$ cat config.mk
export PLATFORM = sky130hd
export DESIGN_NAME = cache_controller_wb
export DESIGN_NICKNAME = d
export VERILOG_FILES = /design/src/rtl/cache_controller_wb_pkg.sv /design/src/rtl/cache_controller_wb_write_buffer_fifo.sv /design/src/rtl/cache_controller_wb.sv
export SDC_FILE = /design/constraint.sdc
export NUM_CORES = 1
export LEC_CHECK = 0
export CELL_PAD_IN_SITES_DETAIL_PLACEMENT = 1
export CELL_PAD_IN_SITES_GLOBAL_PLACEMENT = 1
export CORE_AREA = 2 2 185 187
export CTS_CLUSTER_DIAMETER = 100
export DETAILED_ROUTE_END_ITERATION = 8
export DIE_AREA = 0 0 187 189
export PLACE_DENSITY_LB_ADDON = 0.1
export RECOVER_POWER = 50
export SKIP_CTS_REPAIR_TIMING = 1
export SKIP_LAST_GASP = 1
export SLEW_MARGIN = 20
export SYNTH_ARGS = -nofsm -noshare
export SYNTH_HDL_FRONTEND = slang
export SYNTH_SLANG_ARGS = --single-unit
export TNS_END_PERCENT = 30
$ cat constraint.sdc
create_clock -name clk -period 3.5 [get_ports clk]
set_clock_uncertainty 0.2 [all_clocks]
set_input_delay 0.7 -clock clk [delete_from_list [all_inputs] [get_ports clk]]
set_output_delay 0.7 -clock clk [all_outputs]
set_load 0.005 [all_outputs]
$ cat src/rtl/cache_controller_wb_pkg.sv
// Shared definitions for the write-buffered cache controller: FSM encoding and
// the default base address subtracted before cache indexing.
package cache_controller_wb_pkg;

  typedef enum logic [1:0] {
    IDLE      = 2'b00,
    MISS_WAIT = 2'b01,
    FILL      = 2'b10
  } state_t;

  localparam logic [31:0] ADDR_BASE_DEFAULT = 32'd1024;

  // Byte address of the word containing addr.
  function automatic logic [31:0] word_align(input logic [31:0] addr);
    return addr & ~32'd3;
  endfunction

endpackage

$ cat src/rtl/cache_controller_wb_write_buffer_fifo.sv
// Circular posted-write buffer. Pointers wrap naturally; a push is refused when
// full even if a pop happens in the same cycle.
module write_buffer_fifo #(
  parameter int DEPTH = 4,
  parameter int WIDTH = 64
) (
  input  logic                     clk,
  input  logic                     rst,
  input  logic                     push,
  input  logic                     pop,
  input  logic [WIDTH-1:0]         din,
  output logic [WIDTH-1:0]         dout,
  output logic                     full,
  output logic                     empty,
  output logic [$clog2(DEPTH):0]   count
);

  localparam int PTR_W = $clog2(DEPTH);
  localparam logic [PTR_W:0] FULL_COUNT = (PTR_W + 1)'(DEPTH);

  logic [WIDTH-1:0] mem [DEPTH];
  logic [PTR_W-1:0] wr_ptr;
  logic [PTR_W-1:0] rd_ptr;
  logic             do_push;
  logic             do_pop;

  assign full    = (count == FULL_COUNT);
  assign empty   = (count == '0);
  assign do_push = push && !full;
  assign do_pop  = pop && !empty;
  assign dout    = mem[rd_ptr];

  // NOTE: the storage array carries no reset; count and pointers alone define
  // which entries are valid, so clearing the data would only cost reset fanout.
  always_ff @(posedge clk) begin
    if (do_push) mem[wr_ptr] <= din;
  end

  always_ff @(posedge clk) begin
    if (rst) begin
      wr_ptr <= '0;
      rd_ptr <= '0;
      count  <= '0;
    end else begin
      if (do_push) wr_ptr <= wr_ptr + 1'b1;
      if (do_pop)  rd_ptr <= rd_ptr + 1'b1;
      case ({do_push, do_pop})
        2'b10:   count <= count + 1'b1;
        2'b01:   count <= count - 1'b1;
        default: ;
      endcase
    end
  end

endmodule

$ cat src/rtl/cache_controller_wb.sv
// Cache controller between the MEM stage and SRAM: read hits in zero wait states,
// line fills on miss, stores posted through a write buffer that drains to SRAM.
module cache_controller_wb
  import cache_controller_wb_pkg::*;
#(
  parameter int          DATA_W       = 32,
  parameter int          LINE_WORDS   = 2,
  parameter int          CACHE_ADDR_W = 17,
  parameter logic [31:0] ADDR_BASE    = ADDR_BASE_DEFAULT,
  parameter int          WB_DEPTH     = 4
) (
  input  logic                         clk,
  input  logic                         rst,
  input  logic                         MEM_R_EN,
  input  logic                         MEM_W_EN,
  input  logic [31:0]                  address,
  input  logic [DATA_W-1:0]            writeData,
  output logic                         ready,
  output logic [DATA_W-1:0]            readData,
  input  logic                         Cache_Hit,
  input  logic [DATA_W-1:0]            CacheReadData,
  output logic                         Cache_RE,
  output logic                         Cache_WE,
  output logic                         checkInvalidation,
  output logic [CACHE_ADDR_W-1:0]      CacheAddress,
  output logic [LINE_WORDS*DATA_W-1:0] CacheWriteData,
  input  logic                         SRAM_Ready,
  output logic                         SRAM_RE,
  output logic                         SRAM_WE,
  output logic [31:0]                  SRAM_Adress,
  output logic [DATA_W-1:0]            SRAM_Write_Data,
  input  logic [LINE_WORDS*DATA_W-1:0] SRAM_Read_Data
);

  localparam int OFF_W          = $clog2(LINE_WORDS);
  localparam int LINE_BYTE_BITS = OFF_W + 2;
  localparam int ENTRY_W        = 32 + DATA_W;
  localparam int CNT_W          = $clog2(WB_DEPTH) + 1;

  state_t             state;
  state_t             state_nxt;
  logic [31:0]        word_addr;
  logic [OFF_W-1:0]   word_sel;
  logic               wb_push;
  logic               wb_pop;
  logic               wb_full;
  logic               wb_empty;
  logic [ENTRY_W-1:0] wb_din;
  logic [ENTRY_W-1:0] wb_dout;
  logic [CNT_W-1:0]   wb_count;
  logic               drain_active;

  assign word_addr    = word_align(address);
  assign CacheAddress = CACHE_ADDR_W'((word_addr - ADDR_BASE) >> 2);
  assign word_sel     = CacheAddress[OFF_W-1:0];
  assign wb_din       = {word_addr, writeData};

  // The drain shares the SRAM port with fills, so it yields during FILL.
  assign drain_active = !rst && !wb_empty && (state != FILL);
  assign wb_pop       = drain_active && SRAM_Ready;

  write_buffer_fifo #(
    .DEPTH (WB_DEPTH),
    .WIDTH (ENTRY_W)
  ) u_write_buffer (
    .clk   (clk),
    .rst   (rst),
    .push  (wb_push),
    .pop   (wb_pop),
    .din   (wb_din),
    .dout  (wb_dout),
    .full  (wb_full),
    .empty (wb_empty),
    .count (wb_count)
  );

  // NOTE: every signal written here gets a default first, so no path through
  // the case can leave one unassigned and infer a latch.
  always_comb begin
    state_nxt         = state;
    ready             = 1'b0;
    readData          = '0;
    Cache_RE          = 1'b0;
    Cache_WE          = 1'b0;
    checkInvalidation = 1'b0;
    CacheWriteData    = '0;
    SRAM_RE           = 1'b0;
    SRAM_WE           = 1'b0;
    SRAM_Adress       = '0;
    SRAM_Write_Data   = '0;
    wb_push           = 1'b0;

    if (rst) begin
      ready = !(MEM_R_EN || MEM_W_EN);
    end else begin
      if (drain_active) begin
        SRAM_WE         = 1'b1;
        SRAM_Adress     = wb_dout[ENTRY_W-1:DATA_W];
        SRAM_Write_Data = wb_dout[DATA_W-1:0];
      end

      unique case (state)
        IDLE: begin
          if (MEM_R_EN) begin
            Cache_RE = 1'b1;
            if (Cache_Hit) begin
              ready    = 1'b1;
              readData = CacheReadData;
            end else begin
              state_nxt = (wb_count == '0) ? FILL : MISS_WAIT;
            end
          end else if (MEM_W_EN) begin
            if (!wb_full) begin
              wb_push           = 1'b1;
              checkInvalidation = 1'b1;
              ready             = 1'b1;
            end
          end else begin
            ready = 1'b1;
          end
        end

        // Older posted writes must reach SRAM before the line is refetched.
        MISS_WAIT: begin
          if (wb_count == '0) state_nxt = FILL;
        end

        FILL: begin
          SRAM_RE     = 1'b1;
          SRAM_Adress = {address[31:LINE_BYTE_BITS], {LINE_BYTE_BITS{1'b0}}};
          if (SRAM_Ready) begin
            Cache_WE       = 1'b1;
            CacheWriteData = SRAM_Read_Data;
            ready          = 1'b1;
            readData       = SRAM_Read_Data[word_sel*DATA_W +: DATA_W];
            state_nxt      = IDLE;
          end
        end

        default: state_nxt = IDLE;
      endcase
    end
  end

  // NOTE: sequential state uses non-blocking assignment so every flop samples
  // pre-edge values regardless of block ordering.
  always_ff @(posedge clk) begin
    if (rst) state <= IDLE;
    else     state <= state_nxt;
  end

endmodule

==> results_tabular.tex, run 1 <==
\begin{tabular}{lr}
\hline
Metric & Value \\
\hline
\multicolumn{2}{l}{\textbf{Status}} \\
\quad Run status & complete, but fails checks \\
\quad Violated checks & setup timing \\
\multicolumn{2}{l}{\textbf{Die}} \\
\quad DIE AREA & approximately 35000 um\^{}2 \\
\quad Initial cell density of the core & about a third \\
\quad I/O pin total & between 300 and 400 \\
\quad Die extent in x & about 190 um \\
\quad Site Rows & 67 \\
\quad Placeable core area & $\sim$33000 um\^{}2 \\
\quad Die height & 189 um \\
\multicolumn{2}{l}{\textbf{Timing}} \\
\quad Max Fclk & 0.283 GHz \\
\quad Aggregate negative setup slack & -0.0323 ns \\
\quad Setup violations, final & 2 \\
\quad Worst Max-Slew Pin Slew & 0.962 ns \\
\quad RSZ-0062 raised after global routing & yes \\
\quad Crit share post-route & 101\% \\
\quad Max-slew violation count & 0 \\
\quad Fin Hold WS & between 0.2 and 0.3 ns \\
\quad Relative max-transition margin & 35.8\% \\
\quad Crit path time final & approximately 3.5 ns \\
\quad Count of final hold-check violations & 0 \\
\quad Setup slack after layout & -0.0314 ns \\
\multicolumn{2}{l}{\textbf{Global routing}} \\
\quad First-pass GRT wire length & a little over 50 mm \\
\quad Pin count of the biggest net entering global routing & 67 \\
\quad Initial antenna violation count & 2 \\
\quad Vias in the first global route & around 8000 \\
\quad GRT Overall Usage & between 15 and 20\% \\
\quad Overflow left after global routing & 0 \\
\multicolumn{2}{l}{\textbf{Final layout}} \\
\quad Number of fillers in the final layout & around 3200 \\
\quad Most common cell after layout, fill and taps aside & sky130\_fd\_sc\_hd\_\_clkdlybuf4s50\_1 \\
\quad Final Net Count & 1252 \\
\quad Most frequent cells in the layout & sky130\_fd\_sc\_hd\_\_clkdlybuf4s50\_1 (278), sky130\_fd\_sc\_hd\_\_edfxtp\_1 (248), sky130\_fd\_sc\_hd\_\_and3\_1 (64), sky130\_fd\_sc\_hd\_\_mux4\_2 (62), sky130\_fd\_sc\_hd\_\_dlygate4sd3\_1 (62) \\
\quad Share of cells above drive strength 1 & 18.2\% \\
\quad Area Overhead vs Synth & 47.3\% \\
\quad Register area & 7680 um\^{}2 \\
\quad Area of combinational cells with multiple inputs & $\sim$3600 um\^{}2 \\
\multicolumn{2}{l}{\textbf{Yosys}} \\
\quad Post-synthesis sequential element count & between 200 and 300 \\
\quad Summed instance area of the synthesized netlist & 11600 um\^{}2 \\
\quad Predominant post-synthesis flop cell & sky130\_fd\_sc\_hd\_\_edfxtp\_1 \\
\quad Count of flip-flops with a built-in enable after synthesis & around 250 \\
\quad Post-synthesis average cell area & between 15 and 20 um\^{}2 \\
\quad Asr flop ratio synth & 0\% \\
\quad Sequential area share after synthesis & 66.2\% \\
\quad Post-synthesis instance total & around 700 \\
\quad Synth Warn \# & 0 \\
\quad Count of distinct cell types in the synthesized netlist & 45 \\
\multicolumn{2}{l}{\textbf{Clock network}} \\
\quad CTS HTree Levels & 1 \\
\quad Clock input transition at the sequential cells of the worst setup and hold paths & 0.06 ns \\
\quad Clock tree from TritonCTS & yes \\
\quad Clock insertion delay at the later pin of the skew report & between 0.5 and 0.6 ns \\
\quad Num Clock Sinks & 259 \\
\quad Clock root cell & sky130\_fd\_sc\_hd\_\_clkbuf\_16 \\
\quad Maximum number of buffers from clock root to sink & 3 \\
\quad Number of buffers added by the clock tree synthesis step & 27 \\
\multicolumn{2}{l}{\textbf{Setup path}} \\
\quad Cell with the biggest individual delay on the critical path & sky130\_fd\_sc\_hd\_\_clkdlybuf4s50\_1 \\
\quad Endpoint of the most critical register-to-register path & u\_write\_buffer.mem[0][53] \\
\quad Nature of the critical path endpoint & primary output \\
\quad Type of the worst setup path & in2out \\
\quad Worst reg-to-reg path cell count & 5 \\
\quad Critical Path Source Type & input pin \\
\quad Flop2flop setup slack & between 0.4 and 0.5 ns \\
\quad Required time reported for the critical path endpoint & roughly 2.6 ns \\
\quad Cell repeated most along the worst path & sky130\_fd\_sc\_hd\_\_clkdlybuf4s50\_1 \\
\quad Critical Path AT & about 2.6 ns \\
\quad Source of the worst register-to-register timing path & state[1] \\
\quad CP cell instances & clkdlybuf4s50\_1 > clkbuf\_1 > or3\_4 > o221a\_2 > o2bb2ai\_1 > clkdlybuf4s50\_1 \\
\quad Worst Path Max Fanout & 5 \\
\quad Longest individual stage delay on the worst path & 0.55 ns \\
\quad Critical Path Source & MEM\_R\_EN \\
\quad Destination of the critical timing path & ready \\
\multicolumn{2}{l}{\textbf{Pwr}} \\
\quad Combinational cell fraction of total power & between 10\% and 20\% \\
\quad Internal power contribution & roughly 5.6 mW \\
\quad Sw frac & between 20\% and 30\% \\
\quad Power density over cell area & between 400 and 500 nW/um\^{}2 \\
\quad Power dissipated by switching net loads & $\sim$1.5 mW \\
\quad Clock network power share & approximately two fifths \\
\quad Worst IR drop on VDD & roughly 0.00031 V \\
\quad Leakage power & roughly 5.9 nW \\
\quad Overall power & 7.19 mW \\
\quad Sequential Power Share & between 40\% and 50\% \\
\multicolumn{2}{l}{\textbf{Routing}} \\
\quad Routed wire length & around 34 mm \\
\quad Detail-routed via count per cell & $\sim$5 \\
\quad Drt wl/cell & 21.8 um \\
\quad Final ANT Viol Nets & 0 \\
\quad Total number of vias & roughly 7600 \\
\quad Final routed DRC violation total & 0 \\
\quad DRT iter0 DRCs & 333 \\
\quad Drt first pass iters & 4 \\
\multicolumn{2}{l}{\textbf{Placement}} \\
\quad Input/output buffers & between 300 and 400 \\
\quad HPWL reported at the end of detailed placement & 24.1 mm \\
\quad Final weighted congestion in routability-driven placement & slightly below 0.8 \\
\quad Pre-CTS worst setup slack & -0.101 ns \\
\multicolumn{2}{l}{\textbf{Hold path}} \\
\quad Type of the most critical hold path & reg2reg \\
\multicolumn{2}{l}{\textbf{Run}} \\
\quad Count of maximum capacitance violations & 0 \\
\hline
\end{tabular}
==> kinds of logic after synthesis <==
group	after synthesis	share of synthesized area [%]
AOI/OAI and AO/OA	72	5.06
xor gates and xnor gates	9	0.681
adders and majority gates	7	0.822
buffers and inverters	76	2.98
DFF	259	66.2
muxes	98	15.6
other	1	0.0324
and+or+nand+nor	174	8.58
==> power by group through the flow <==
stage | sequential [mW] | clock (mW) | combinational, mW
global route | 3.47 | 2.95 | 1.02
CTS | 3.47 | 2.85 | 0.962
global placement | 3.53 | 0 | 0.949
floorplan | 3.52 | 0 | 0.377
detailed placement | 3.53 | 0 | 0.955
finish | 3.47 | 2.77 | 0.948
==> flip-flops by register name, summed over array words and instances (netlist names), named ones only <==
register               flops
u_write_buffer.count       3
u_write_buffer.mem       248
state                      2
u_write_buffer.rd_ptr      2
u_write_buffer.wr_ptr      2
==> how the worst min path moves through the flow <==
stage	slack (ns)	cells after the start	start	end
global route	0.30	2	u_write_buffer.rd_ptr[1]	flip-flop
global placement	0.26	2	u_write_buffer.rd_ptr[1]	flip-flop
CTS	0.28	2	u_write_buffer.rd_ptr[1]	flip-flop
floorplan	0.25	2	u_write_buffer.rd_ptr[1]	flip-flop
finish	0.28	2	u_write_buffer.rd_ptr[1]	flip-flop
detailed placement	0.27	2	u_write_buffer.rd_ptr[1]	flip-flop
==> cell usage after synthesis (2+ instances only) <==
library cell	number	share of area (%)
sky130_fd_sc_hd__edfxtp_1	248	64
sky130_fd_sc_hd__and3_1	64	3.5
sky130_fd_sc_hd__mux4_2	62	12
sky130_fd_sc_hd__nor2_1	42	1.4
sky130_fd_sc_hd__clkbuf_1	40	1.3
sky130_fd_sc_hd__and2_1	38	2.1
sky130_fd_sc_hd__a22oi_1	32	2.1
sky130_fd_sc_hd__a22o_1	29	2.2
sky130_fd_sc_hd__mux2_2	25	2.4
sky130_fd_sc_hd__buf_2	12	0.52
sky130_fd_sc_hd__dfxtp_1	11	1.9
sky130_fd_sc_hd__buf_4	10	0.65
sky130_fd_sc_hd__inv_1	10	0.32
sky130_fd_sc_hd__mux2_1	9	0.88
sky130_fd_sc_hd__ha_1	6	0.65
sky130_fd_sc_hd__nand2_1	6	0.19
sky130_fd_sc_hd__xor2_1	5	0.38
sky130_fd_sc_hd__a21oi_1	4	0.17
sky130_fd_sc_hd__nor2b_1	4	0.22
sky130_fd_sc_hd__xnor2_1	4	0.30
sky130_fd_sc_hd__buf_1	3	0.097
sky130_fd_sc_hd__nand2b_1	3	0.16
sky130_fd_sc_hd__nor3_1	3	0.13
sky130_fd_sc_hd__nor3_2	2	0.17
sky130_fd_sc_hd__nor4b_1	2	0.15
sky130_fd_sc_hd__nor4bb_1	2	0.17
sky130_fd_sc_hd__o21ai_0	2	0.086
==> metrics by stage <==
step | instances | cell area (um^2) | util [%]
after floorplan | 697 | 11600 | -
after global placement | 1492 | 16100 | 48.5
after detailed placement | 1492 | 16100 | 48.5
after CTS | 1540 | 17000 | 51.1
after global routing | 1547 | 17000 | 51.2
final | 1549 | 17100 | 51.2
==> final cells by class <==
type,count,share of cell area [%]
Clock inverter,17,0.983
Clock buffer,31,4.05
Sequential cell,259,45.0
Timing Repair Buffer,419,25.3
Inverter,10,0.220
Multi-Input combinational cell,362,21.1
Tap cell,448,3.29
Antenna cell,3,0.0440
==> worst max-delay path, delay by kind of cell <==
kind	cells	cell delay, ns
AO/OA/AOI/OAI	2	0.43
buffers and inverters	3	1.13
AND/OR/NAND/NOR	1	0.37
==> per-layer routing <==
metal / track usage, % / up-vias / share of wire (%)
met4: 3.48 / 2 / 1.5
met3: 3.04 / 36 / 4.3
li1: - / 3534 / -
met2: 31.0 / 186 / 49
met1: 25.6 / 3869 / 45
met5: 0 / - / 0.047
No activity file was read; power rests on OpenSTA's default activity.
==> run 2: changes to the inputs <==
--- a/config.mk
+++ b/config.mk
@@ -9,6 +9,7 @@
 export CELL_PAD_IN_SITES_GLOBAL_PLACEMENT = 1
 export CORE_AREA = 2 2 185 187
 export CTS_CLUSTER_DIAMETER = 100
+export CTS_CLUSTER_SIZE = 24
 export DETAILED_ROUTE_END_ITERATION = 8
 export DIE_AREA = 0 0 187 189
 export PLACE_DENSITY_LB_ADDON = 0.1
==> run 2 against run 1 <==
The flow still finishes with violations (setup timing). Register-to-register slack lost 0.02 ns. Fmax shrank 0.23%. Cell area shrank 2.8%. Cell count shrank 2.0%. First-iteration DRC count grew 15%. Die area is the same. Power shrank 15%. Sequential cell count is the same. Global-route usage shrank 0.20 points. Wire length shrank 0.46%. Critical endpoint unchanged. Highest routed layer unchanged.
==> results_tabular.tex, run 2 (synthesized netlist as in run 1, its figures left out) <==
\begin{tabular}{lr}
\hline
Metric & Value \\
\hline
\multicolumn{2}{l}{\textbf{Timing}} \\
\quad Setup violations, final & 3 (+1) \\
\quad Crit path time final & 3.54 ns (+0.00807 ns) \\
\quad Max Fclk & 0.283 GHz (-0.23\%) \\
\quad Relative max-transition margin & 36.8\% (+0.96 points) \\
\quad Setup slack after layout & -0.0395 ns (-0.00807 ns) \\
\quad Worst Max-Slew Pin Slew & 0.948 ns (-0.0144 ns) \\
\quad Fin Hold WS & 0.285 ns (+0.00744 ns) \\
\quad Crit share post-route & 101\% (+0.23 points) \\
\quad RSZ-0062 raised after global routing & yes \\
\quad Count of final hold-check violations & 0 (unchanged) \\
\quad Max-slew violation count & 0 (unchanged) \\
\quad Aggregate negative setup slack & -0.0489 ns (-0.0166 ns) \\
\multicolumn{2}{l}{\textbf{Setup path}} \\
\quad Worst Path Max Fanout & 5 (unchanged) \\
\quad Cell repeated most along the worst path & sky130\_fd\_sc\_hd\_\_clkdlybuf4s50\_1 \\
\quad Required time reported for the critical path endpoint & 2.60 ns (about the same) \\
\quad Nature of the critical path endpoint & primary output \\
\quad Longest individual stage delay on the worst path & 0.56 ns (about the same) \\
\quad Cell with the biggest individual delay on the critical path & sky130\_fd\_sc\_hd\_\_clkdlybuf4s50\_1 \\
\quad CP cell instances & clkdlybuf4s50\_1 > clkbuf\_1 > or3\_4 > o221a\_2 > o2bb2ai\_1 > clkdlybuf4s50\_1 \\
\quad Worst reg-to-reg path cell count & 5 (unchanged) \\
\quad Critical Path Source Type & input pin \\
\quad Type of the worst setup path & in2out \\
\quad Critical Path AT & 2.64 ns (about the same) \\
\multicolumn{2}{l}{\textbf{Global routing}} \\
\quad Global routing met1 resource utilization & 25.4\% (-0.27 points) \\
\quad GRT Overall Usage & 18.3\% (-0.20 points) \\
\quad Vias in the first global route & 7991 (-1.3\%) \\
\quad Initial antenna violation count & 2 (unchanged) \\
\quad Overflow left after global routing & 0 (unchanged) \\
\quad First-pass GRT wire length & 49.8 mm (-1.3\%) \\
\quad Pin count of the biggest net entering global routing & 67 (unchanged) \\
\quad Met3 Resource Use GR & 2.72\% (-0.32 points) \\
\quad Global-route met2 utilization & 31.0\% (unchanged) \\
\quad Layer carrying the most global-route usage & met2 \\
\multicolumn{2}{l}{\textbf{Routing}} \\
\quad Final routed DRC violation total & 0 (unchanged) \\
\quad DRT iter0 DRCs & 384 (+15\%) \\
\quad Routed wire length & 33.6 mm (-0.46\%) \\
\quad Drt wl/cell & 22.2 um (+1.6\%) \\
\quad Total number of vias & 7616 (-0.14\%) \\
\quad Detail-routed via count per cell & 5.02 (+1.9\%) \\
\quad Drt first pass iters & 4 (unchanged) \\
\quad Final ANT Viol Nets & 0 (unchanged) \\
\multicolumn{2}{l}{\textbf{Final layout}} \\
\quad Share of cells above drive strength 1 & 16.7\% (-1.5 points) \\
\quad Most frequent cells in the layout & sky130\_fd\_sc\_hd\_\_clkdlybuf4s50\_1 (277), sky130\_fd\_sc\_hd\_\_edfxtp\_1 (248), sky130\_fd\_sc\_hd\_\_and3\_1 (64), sky130\_fd\_sc\_hd\_\_mux4\_2 (62), sky130\_fd\_sc\_hd\_\_dlygate4sd3\_1 (62) \\
\quad Final Net Count & 1238 (-1.1\%) \\
\quad Top Registers & u\_write\_buffer.mem (248), u\_write\_buffer.count (3) \\
\quad Flip-flop count of the largest register after layout & 248 (unchanged) \\
\quad Most common cell after layout, fill and taps aside & sky130\_fd\_sc\_hd\_\_clkdlybuf4s50\_1 \\
\quad Share of the core filled with cells & 49.8\% (-1.4 points) \\
\quad Area Overhead vs Synth & 43.2\% \\
\quad Post-route design area & 16600 um\^{}2 (-2.8\%) \\
\quad Filler-free cell count of the finished design & 1518 (-2.0\%) \\
\quad Register with the highest flop count & u\_write\_buffer.mem \\
\multicolumn{2}{l}{\textbf{Placement}} \\
\quad HPWL reported at the end of detailed placement & 24.1 mm (unchanged) \\
\quad Input/output buffers & 344 (unchanged) \\
\quad Pre-CTS worst setup slack & -0.101 ns (unchanged) \\
\quad Final weighted congestion in routability-driven placement & 0.792 (unchanged) \\
\quad Placed standard-cell area & 16100 um\^{}2 (unchanged) \\
\quad Cell count after placement & 1492 (unchanged) \\
\multicolumn{2}{l}{\textbf{Die}} \\
\quad Die extent in x & 187 um (unchanged) \\
\quad I/O pin total & 349 (unchanged) \\
\quad Placeable core area & 33300 um\^{}2 (unchanged) \\
\quad Initial cell density of the core & 34.8\% (unchanged) \\
\quad Site Rows & 67 (unchanged) \\
\quad DIE AREA & 35300 um\^{}2 (unchanged) \\
\quad Die height & 189 um (unchanged) \\
\multicolumn{2}{l}{\textbf{Clock network}} \\
\quad Clock insertion delay at the later pin of the skew report & 0.48 ns (-0.04 ns) \\
\quad Maximum number of buffers from clock root to sink & 3 (unchanged) \\
\quad CTS HTree Levels & 1 (unchanged) \\
\quad Clock root cell & sky130\_fd\_sc\_hd\_\_clkbuf\_16 \\
\quad Num Clock Sinks & 259 (unchanged) \\
\quad Number of buffers added by the clock tree synthesis step & 14 (-48\%) \\
\quad Clock tree from TritonCTS & yes \\
\quad Clock input transition at the sequential cells of the worst setup and hold paths & 0.10 ns (+0.04 ns) \\
\multicolumn{2}{l}{\textbf{Pwr}} \\
\quad Overall power & 6.11 mW (-15\%) \\
\quad Worst IR drop on VDD & 0.000280 V (-8.3\%) \\
\quad Leakage power & 5.67 nW (-3.5\%) \\
\quad Power density over cell area & 369 nW/um\^{}2 (-13\%) \\
\multicolumn{2}{l}{\textbf{Status}} \\
\quad Violated checks & setup timing \\
\quad Run status & complete, but fails checks \\
\multicolumn{2}{l}{\textbf{Hold path}} \\
\quad Type of the most critical hold path & reg2reg \\
\quad Number of cells traversed by the worst hold path & 2 (unchanged) \\
\multicolumn{2}{l}{\textbf{Run}} \\
\quad Count of maximum capacitance violations & 0 (unchanged) \\
\hline
\end{tabular}
## run 2: layout make-up
type / instances / area [um^2]
Fill cell: 3256 / 16700
Sequential cell: 259 / 7680
Timing Repair Buffer: 418 / 4290
Multi-Input combinational cell: 362 / 3600
Tap cell: 448 / 561
Clock buffer: 19 / 390
Inverter: 10 / 37.5
Clock inverter: 1 / 7.51
Antenna cell: 1 / 2.50
## run 2: critical path, delay by kind of cell
family	cells	cell delay, ns
compound gates	2	0.43
buf+inv	3	1.14
simple gates	1	0.37
## run 2: report_power, final
group,internal (mW),switching (mW)
sequential,3.44,0.0249
combinational,0.559,0.386
clock,0.788,0.913
total,4.79,1.32
## run 2: worst paths after layout
| check | slack, ns | startpoint | to |
|---|---|---|---|
| max reg2reg | 0.47 | state[1] | u_write_buffer.mem[0][52] |
| min reg2reg | 0.29 | u_write_buffer.rd_ptr[1] | flip-flop |
| min | 0.29 | u_write_buffer.rd_ptr[1] | flip-flop |
| max | -0.04 | MEM_R_EN | ready |
## run 2: metal layers
metal  part of all wire (%)  vias up
li1                       -     3488
met1                     44     3897
met2                     50      201
met3                    4.4       28
met4                    1.3        2
met5                  0.048        -
==> run 3: changes to the inputs <==
==> constraint.sdc (replaced) <==
create_clock -name clk -period 3.2 [get_ports clk]
set_clock_uncertainty 0.2 [all_clocks]
set_input_delay 0.64 -clock clk [delete_from_list [all_inputs] [get_ports clk]]
set_output_delay 0.64 -clock clk [all_outputs]
set_load 0.005 [all_outputs]
==> run 3 against run 2 <==
Sequential share of layout area fell by 1.4 points. First-iteration DRC count rose by 9.4%. The flow still finishes with violations (setup timing). Critical endpoint is now readData[21]. Combinational power rose by 19%. Largest power group unchanged. Cell count rose by 1.8%.
==> results_tabular.tex, run 3 (synthesized netlist as in run 1, its figures left out) <==
\begin{tabular}{lr}
\hline
Metric & Value \\
\hline
\multicolumn{2}{l}{\textbf{Timing}} \\
\quad Relative max-transition margin & 65.6\% (+29 points) \\
\quad Setup slack after layout & -0.226 ns (-0.187 ns) \\
\quad Aggregate negative setup slack & -11.77 ns (-11.72 ns) \\
\quad Fin Hold WS & 0.278 ns (-0.00703 ns) \\
\quad Worst Max-Slew Pin Slew & 0.515 ns (-0.433 ns) \\
\quad RSZ-0062 raised after global routing & yes \\
\quad Crit path time final & 3.43 ns \\
\quad Max Fclk & just under 0.3 GHz \\
\quad Count of final hold-check violations & 0 (unchanged) \\
\quad Setup violations, final & 131 (+128) \\
\quad Crit share post-route & 107\% \\
\quad Max-slew violation count & 0 (unchanged) \\
\multicolumn{2}{l}{\textbf{Final layout}} \\
\quad Share of the core filled with cells & 51.4\% (+1.6 points) \\
\quad Post-route design area & 17100 um\^{}2 (+3.3\%) \\
\quad Most common cell after layout, fill and taps aside & sky130\_fd\_sc\_hd\_\_edfxtp\_1 \\
\quad Filler-free cell count of the finished design & 1545 (+1.8\%) \\
\quad Flip-flop count of the largest register after layout & 248 (unchanged) \\
\quad Share of cells above drive strength 1 & 18.8\% (+2.1 points) \\
\quad Top Registers & u\_write\_buffer.mem (248), u\_write\_buffer.count (3) \\
\quad Number of fillers in the final layout & 3237 (-0.58\%) \\
\quad Register area & 7680 um\^{}2 (about the same) \\
\quad Area Overhead vs Synth & 47.8\% \\
\quad Final Net Count & 1261 (+1.9\%) \\
\quad Most frequent cells in the layout & sky130\_fd\_sc\_hd\_\_edfxtp\_1 (248), sky130\_fd\_sc\_hd\_\_clkdlybuf4s50\_1 (244), sky130\_fd\_sc\_hd\_\_and3\_1 (62), sky130\_fd\_sc\_hd\_\_mux4\_2 (62), sky130\_fd\_sc\_hd\_\_dlygate4sd3\_1 (62) \\
\quad Register with the highest flop count & u\_write\_buffer.mem \\
\quad Area of combinational cells with multiple inputs & 3620 um\^{}2 (+0.42\%) \\
\multicolumn{2}{l}{\textbf{Routing}} \\
\quad Final ANT Viol Nets & 0 (unchanged) \\
\quad Total number of vias & 7750 (+1.8\%) \\
\quad Final routed DRC violation total & 0 (unchanged) \\
\quad DRT iter0 DRCs & 420 (+9.4\%) \\
\quad Routed wire length & 35.3 mm (+4.8\%) \\
\quad Detail-routed via count per cell & 5.02 (about the same) \\
\quad Drt wl/cell & 22.8 um (+3.0\%) \\
\quad Drt first pass iters & 4 (unchanged) \\
\multicolumn{2}{l}{\textbf{Run}} \\
\quad Count of maximum capacitance violations & 0 (unchanged) \\
\multicolumn{2}{l}{\textbf{Pwr}} \\
\quad Combinational cell fraction of total power & 16.4\% (+0.9 points) \\
\quad Power density over cell area & 397 nW/um\^{}2 (+7.7\%) \\
\quad Internal power contribution & 5.31 mW (+11\%) \\
\quad Power dissipated by switching net loads & 1.49 mW (+13\%) \\
\quad Clock network power share & 27.9\% (about the same) \\
\quad Sw frac & 22.0\% (+0.29 points) \\
\quad Overall power & 6.80 mW (+11\%) \\
\quad Sequential Power Share & 55.7\% (-1.0 points) \\
\quad Worst IR drop on VDD & 0.000361 V (+29\%) \\
\quad Leakage power & 6.45 nW (+14\%) \\
\multicolumn{2}{l}{\textbf{Setup path}} \\
\quad Worst Path Max Fanout & 9 (+4) \\
\quad Type of the worst setup path & in2out \\
\quad Nature of the critical path endpoint & primary output \\
\quad Cell with the biggest individual delay on the critical path & sky130\_fd\_sc\_hd\_\_dlygate4sd3\_1 \\
\quad Cell repeated most along the worst path & sky130\_fd\_sc\_hd\_\_buf\_12 \\
\quad CP cell instances & dlygate4sd3\_1 > buf\_12 > buf\_12 > mux2\_1 > a22oi\_1 > nor2\_1 > clkdlybuf4s50\_1 \\
\quad Critical Path AT & 2.59 ns (-0.05 ns) \\
\quad Critical Path Source Type & input pin \\
\quad Required time reported for the critical path endpoint & 2.36 ns (-0.24 ns) \\
\quad Longest individual stage delay on the worst path & 0.58 ns (+0.02 ns) \\
\multicolumn{2}{l}{\textbf{Die}} \\
\quad Die extent in x & 187 um (unchanged) \\
\quad Placeable core area & 33300 um\^{}2 (unchanged) \\
\quad Die height & 189 um (unchanged) \\
\quad Initial cell density of the core & 34.8\% (unchanged) \\
\quad Site Rows & 67 (unchanged) \\
\quad DIE AREA & 35300 um\^{}2 (unchanged) \\
\quad I/O pin total & 349 (unchanged) \\
\multicolumn{2}{l}{\textbf{Status}} \\
\quad Violated checks & setup timing \\
\quad Run status & complete, but fails checks \\
\multicolumn{2}{l}{\textbf{Clock network}} \\
\quad Num Clock Sinks & 259 (unchanged) \\
\quad Maximum number of buffers from clock root to sink & 3 (unchanged) \\
\quad Number of buffers added by the clock tree synthesis step & 14 (unchanged) \\
\quad Clock root cell & sky130\_fd\_sc\_hd\_\_clkbuf\_16 \\
\quad Clock insertion delay at the later pin of the skew report & 0.48 ns (about the same) \\
\quad Clock tree from TritonCTS & yes \\
\quad CTS HTree Levels & 1 (unchanged) \\
\quad Clock input transition at the sequential cells of the worst setup and hold paths & 0.10 ns (about the same) \\
\multicolumn{2}{l}{\textbf{Global routing}} \\
\quad Vias in the first global route & 7920 (-0.89\%) \\
\quad Overflow left after global routing & 0 (unchanged) \\
\quad Pin count of the biggest net entering global routing & 67 (unchanged) \\
\quad Initial antenna violation count & 3 (+1) \\
\quad GRT Overall Usage & 18.3\% (about the same) \\
\quad First-pass GRT wire length & 49.7 mm (about the same) \\
\multicolumn{2}{l}{\textbf{Hold path}} \\
\quad Type of the most critical hold path & reg2reg \\
\multicolumn{2}{l}{\textbf{Placement}} \\
\quad Cell count after placement & 1495 (+0.20\%) \\
\quad HPWL reported at the end of detailed placement & 23.7 mm (-1.6\%) \\
\quad Placed standard-cell area & 16200 um\^{}2 (+0.37\%) \\
\quad Input/output buffers & 344 (unchanged) \\
\quad Final weighted congestion in routability-driven placement & 0.806 (+1.7\%) \\
\quad Pre-CTS worst setup slack & -0.214 ns (-0.112 ns) \\
\hline
\end{tabular}
## run 3: cell types whose count changed in the layout (fill, tap and decap cells not counted), moves of 2 or more
cell,before,now
sky130_fd_sc_hd__buf_4,30,33
sky130_fd_sc_hd__clkbuf_1,15,23
sky130_fd_sc_hd__clkbuf_16,17,25
sky130_fd_sc_hd__clkbuf_2,2,0
sky130_fd_sc_hd__dlymetal6s2s_1,5,38
sky130_fd_sc_hd__buf_6,4,7
sky130_fd_sc_hd__dfxtp_2,2,4
sky130_fd_sc_hd__and3_1,64,62
sky130_fd_sc_hd__dfxtp_1,7,4
sky130_fd_sc_hd__and3_4,0,2
sky130_fd_sc_hd__clkdlybuf4s50_1,277,244
sky130_fd_sc_hd__and2_4,0,2
sky130_fd_sc_hd__buf_12,20,27
## run 3: worst paths after layout
check | from | endpoint | slack (ns) | cells past startpoint
min | u_write_buffer.rd_ptr[1] | flip-flop | 0.28 | 2
min reg2reg | u_write_buffer.rd_ptr[1] | flip-flop | 0.28 | 2
max | address[2] | readData[21] | -0.23 | 7
max reg2reg | state[1] | u_write_buffer.mem[3][20] | 0.47 | 5
## run 3: layout make-up
type / count / share of cell area [%]
flip-flops and latches: 259 / 44.9
repair buffers: 441 / 28.0
multi-input cells: 362 / 21.1
well taps: 448 / 3.28
clock buffers: 23 / 2.37
inverters: 10 / 0.219
clock inverters: 1 / 0.0439
diodes: 1 / 0.0146
## run 3: power groups by stage
stage                     Clock (mW)  Combinational (mW)  Sequential [mW]
after floorplan                    0               0.413             3.85
after global placement             0                1.06             3.86
after detailed placement           0                1.06             3.86
after CTS                       1.97                1.07             3.78
after global routing            2.07                1.20             3.79
final                           1.90                1.12             3.78
## run 3: metal layers
layer	part of all wire [%]	global-route usage (%)
met5	0.037	0
met4	1.1	2.72
met3	4.2	2.82
met2	50	30.6
met1	45	25.8
## run 3: worst max-delay path, delay by kind of cell
kind / cells / cell delay, ns
buffers and inverters: 4 / 1.31
AOI/OAI and AO/OA: 1 / 0.18
and+or+nand+nor: 1 / 0.07
muxes: 1 / 0.39
